[config.mk]
export PLATFORM = sky130hd
export DESIGN_NAME = mac_dot_seq
export DESIGN_NICKNAME = d
export VERILOG_FILES = /design/src/rtl/mac_dot_seq.sv
export SDC_FILE = /design/constraint.sdc
export NUM_CORES = 1
export LEC_CHECK = 0
export CORE_ASPECT_RATIO = 1.1
export CORE_UTILIZATION = 30
export DETAILED_ROUTE_END_ITERATION = 7
export SLEW_MARGIN = 20
export SYNTH_ARGS = -nofsm -noshare
export SYNTH_HDL_FRONTEND = slang
export SYNTH_SLANG_ARGS = --single-unit
[constraint.sdc]
create_clock -name clk -period 4.3 [get_ports clk]
set_input_delay 0.43 -clock clk [delete_from_list [all_inputs] [get_ports clk]]
set_output_delay 0.43 -clock clk [all_outputs]
set_load 0.005 [all_outputs]
[src/rtl/mac_dot_seq.sv]
// rtl/mac_dot_seq.sv - handshaked signed dot-product MAC sequencer with optional saturation
module mac_dot_seq #(
    parameter int IN_W  = 8,
    parameter int ACC_W = 24,
    parameter int LEN_W = 8,
    parameter int SAT   = 1
) (
    input  logic             clk,
    input  logic             rst,
    input  logic             start,
    input  logic [LEN_W-1:0] len,
    input  logic             in_valid,
    output logic             in_ready,
    input  logic [IN_W-1:0]  a,
    input  logic [IN_W-1:0]  b,
    output logic             out_valid,
    input  logic             out_ready,
    output logic [ACC_W-1:0] result,
    output logic             overflow,
    output logic             busy
);

    typedef enum logic [1:0] {IDLE, RUN, DRAIN, DONE} state_t;

    state_t                  state;
    logic signed [2*IN_W-1:0] prod;
    logic                    p_vld;
    logic [LEN_W-1:0]        remaining;
    logic [ACC_W-1:0]        acc;
    logic                    ovf;

    logic                    accept;
    logic [ACC_W:0]          sum;
    logic                    sum_ovf;
    logic [ACC_W-1:0]        acc_next;

    assign accept = (state == RUN) && in_valid;

    // One guard bit above the accumulator: overflow shows as the top two bits disagreeing.
    always_comb begin
        sum      = {acc[ACC_W-1], acc}
                 + {{(ACC_W+1-2*IN_W){prod[2*IN_W-1]}}, prod};
        sum_ovf  = sum[ACC_W] ^ sum[ACC_W-1];
        acc_next = sum[ACC_W-1:0];
        if (SAT != 0 && sum_ovf) begin
            acc_next = sum[ACC_W] ? {1'b1, {(ACC_W-1){1'b0}}}
                                  : {1'b0, {(ACC_W-1){1'b1}}};
        end
    end

    always_ff @(posedge clk) begin
        if (rst) begin
            state     <= IDLE;
            prod      <= '0;
            p_vld     <= 1'b0;
            remaining <= '0;
            acc       <= '0;
            ovf       <= 1'b0;
        end else begin
            if (p_vld) begin
                acc <= acc_next;
                if (sum_ovf) ovf <= 1'b1;
            end
            p_vld <= accept;
            if (accept) prod <= $signed(a) * $signed(b);

            case (state)
                IDLE: begin
                    if (start) begin
                        acc       <= '0;
                        ovf       <= 1'b0;
                        remaining <= len;
                        state     <= (len != '0) ? RUN : DONE;
                    end
                end
                RUN: begin
                    if (accept) begin
                        remaining <= remaining - LEN_W'(1);
                        if (remaining == LEN_W'(1)) state <= DRAIN;
                    end
                end
                DRAIN: state <= DONE;
                DONE: begin
                    if (out_ready) state <= IDLE;
                end
                default: state <= IDLE;
            endcase
        end
    end

    assign in_ready  = (state == RUN);
    assign out_valid = (state == DONE);
    assign busy      = (state != IDLE);
    assign result    = acc;
    assign overflow  = ovf;

endmodule
==> impl_metrics.tcl <==
set metrics [dict create \
    final_hold_viol_count 0 \
    via_count 4988 \
    gp_congestion 0.867 \
    cts.reportedPaths.clkPinSlew_ps 70 \
    grt_max_degree 33 \
    crit_path_max_fanout 4 \
    power_leakage_nw 3.39 \
    chipHeight_um 149 \
    fin_worst_skew_ps 8.31 \
    syn_to_final_growth_pct 29.5 \
    grt_first_pass_wirelength_mm 22.2 \
    initial_utilization_pct 30.8 \
    die_width_um 136 \
    clock-root-buffer "clkbuf_16" \
    cts.hold.buffers_added 0 \
    synth-async-reset-ratio_pct 0 \
    clock_sinks 52 \
    nets 952 \
    setup_viol_count_final 0 \
    setup.worst_path.end_class "register" \
    timing.final.crit_period_ps 4230 \
    drt_pre_antenna_iters 4 \
    clk-insertion-delay-late_ps 290 \
    num_io_pins 57 \
    cp.arrival_ps 4410 \
    ir_worst_vdd_v 0.000284 \
    hp-class "reg -> reg" \
    final-max-slew-violation-count 0 \
    holdWs_ps 461 \
    cts_max_level 2 \
    syn-mean-instance-area_um2 8.51 \
    drc_violations_left 0 \
    synth_top_flop_cell "dfxtp_1" \
    tritoncts "done" \
    finalPower_mw 3.80 \
    fp-row-count 53 \
    yosysWarningCount 0 \
    relSlewSlack_pct 39.2 \
    timing.setup.tns_ps 0 \
    max-cap-violations 0 \
    vias_per_cell 4.73 \
    num_antenna_cells 0 \
    critPathKind "in -> reg" \
    grt-ovfl-total 0 \
    timing.final.ws_setup_ps 66.1 \
    postRouteAntennaNets 0 \
    p_per_area_nw_per_um2 495 \
    grt_antenna_before_repair 0 \
    achievable-frequency_mhz 236 \
    gate_count_after_technology_mapping 697 \
    place.port_buffers 56 \
    mappedNetlistArea_um2 5930 \
    floorplan.die_area_um2 20300 \
    finalCritPeriodShare_pct 98.5 \
    grt_setup_unrepaired "yes" \
    via_count_of_the_first_global_routing_pass 4807 \
    worst_setup_slack_post_dpl_ps -766 \
    drtIter0Drc 173 \
    worstSetupStartpointType "input port" \
    ys_seq_elements 52 \
    ctsLongestPathBuffers 2 \
    synth-seq-area-share_pct 17.6 \
    core_region_area_um2 19200 \
    worst-endpoint-required_ps 4480 \
    routed_wirelength_mm 13.2 \
    place_hpwl_mm 11.0 \
    worstMarginPinSlew_ps 908 \
    synth_cell_types 66 \
    drt-wirelength-per-cell_um 12.5 \
    number_of_enable_type_register_cells_in_the_synthesized_netlist 0 \
    number_of_nets_in_the_synthesized_netlist 842 \
    run_status "finished clean" \
    layout-drive-gt1-share_pct 21.3 \
    cts-buffers-inserted 5 \
    grt_usage_pct 13.3 \
]
==> power by group <==
group          switching (mW)  total [mW]  internal (mW)
Sequential             0.0925       0.667          0.575
Combinational            1.31        2.68           1.37
Clock                   0.177       0.451          0.274
Total                    1.58        3.80           2.22
==> final timing paths <==
| kind | startpoint | end | slack [ps] | cells after the start |
|---|---|---|---|---|
| max | b[4] | prod[14]$_SDFFE_PP0P_ | 70 | 18 |
| min | prod[4]$_SDFFE_PP0P_ | prod[4]$_SDFFE_PP0P_ | 460 | 2 |
| min reg2reg | prod[4]$_SDFFE_PP0P_ | prod[4]$_SDFFE_PP0P_ | 460 | 2 |
| max reg2reg | prod[15]$_SDFFE_PP0P_ | result[13]$_SDFF_PP0_ | 1260 | 9 |
==> worst max-delay path, stage by stage <==
cell and delay (ps):
buf_8 100, buf_6 110, and2_4 130, fa_1 570
inv_2 60, fa_1 530, inv_2 50, fa_1 550
inv_2 40, fa_1 480, inv_2 50, ha_4 150
or3_4 370, o21ai_4 70, a211oi_2 50, or4_1 540
nand3_2 90, a21oi_2 50
==> sequential cells by signal (all words and copies together) (netlist names) <==
| signal | flops |
|---|---|
| state | 2 |
| remaining | 8 |
| prod | 16 |
| p_vld | 1 |
| overflow | 1 |
| result | 24 |
==> timing repair <==
| item | CTS | global route |
|---|---|---|
| pin swaps | 20 | 55 |
| endpoints found under the setup margin | 6 | 7 |
| resized for setup | 69 | 82 |
| setup buffers | 7 | 4 |
| cloned | 0 | 0 |
==> layer usage <==
metal | vias up | share of wire (%) | track usage (%) | wire (um)
met2 | 65 | 49 | 23.6 | 6520
met5 | - | 0 | 0 | 0
met1 | 2327 | 47 | 17.4 | 6270
met3 | 11 | 2.3 | 1.25 | 299
li1 | 2585 | - | - | -
met4 | 0 | 1.1 | 3.00 | 144
==> placed cells by master, fill, tap and decap left out, drive strengths merged, types with 2 or more instances in the layout <==
master         Yosys  final
nor2b             11     11
clkdlybuf4s50      0     40
xor2              11     11
a221o              7      7
a21oi             66     66
o22ai              2      2
a211o              4      4
o31ai              4      4
nand2b             5      5
nor2              27     27
and2              51     51
a211oi            13     13
or2                3      3
nor4               3      3
a21o              13     13
o221ai             2      2
xnor2             24     24
o211ai             6      6
or4                2      2
clkbuf            13      9
clkinv             1      2
nand4              4      4
buf                5     77
fa                56     56
nand2             61     61
and3               7      7
inv               92     92
a31oi              2      2
nor3              13     13
dfxtp             52     52
o21ai             31     31
ha                60     60
mux2i              5      5
or3                5      5
o21a               3      3
nand3             13     13
==> cells in the mapped netlist (all sizes together), types with 3 or more instances <==
cell	n	share of area, %
nand4	4	0.42
or2	3	0.32
o31ai	4	0.74
inv	92	5.8
ha	60	13
nor2b	11	1.2
o211ai	6	0.76
o21ai	31	2.6
a211o	4	0.59
nand2	61	3.9
mux2i	5	0.84
nor2	27	1.7
nand3	13	1.2
clkbuf	13	0.82
xor2	11	1.8
dfxtp	52	18
buf	5	0.49
nand2b	5	0.53
nor4	3	0.32
and3	7	0.74
a21o	13	1.6
xnor2	24	3.7
a211oi	13	1.6
nor3	13	1.2
and2	51	5.4
o21a	3	0.38
a21oi	66	6.3
fa	56	19
a221o	7	1.2
or3	5	0.53
==> layout make-up <==
cell class	instances	area (um^2)
clock buffers	6	129
multi-input cells	534	4750
clock inverters	2	35.0
flip-flops and latches	52	1040
fillers	1966	11600
well taps	247	309
repair buffers	121	1060
inverters	93	349
==> kinds of logic after synthesis <==
kind of cell | synth area share, %
buf+inv | 7.19
simple gates | 18.1
flops | 17.6
compound gates | 18.9
fa+ha+maj | 31.7
xor+xnor | 5.42
mux | 1.03
==> metrics by stage <==
| step | instances | utilization [%] | area, um^2 |
|---|---|---|---|
| after global placement | 1040 | 37.4 | 7190 |
| final | 1055 | 39.9 | 7680 |
| after floorplan | 697 | - | 5960 |
| after CTS | 1055 | 38.7 | 7450 |
| after global routing | 1055 | 39.9 | 7680 |
| after detailed placement | 1040 | 37.4 | 7190 |
No activity file was read; power rests on OpenSTA's default activity.
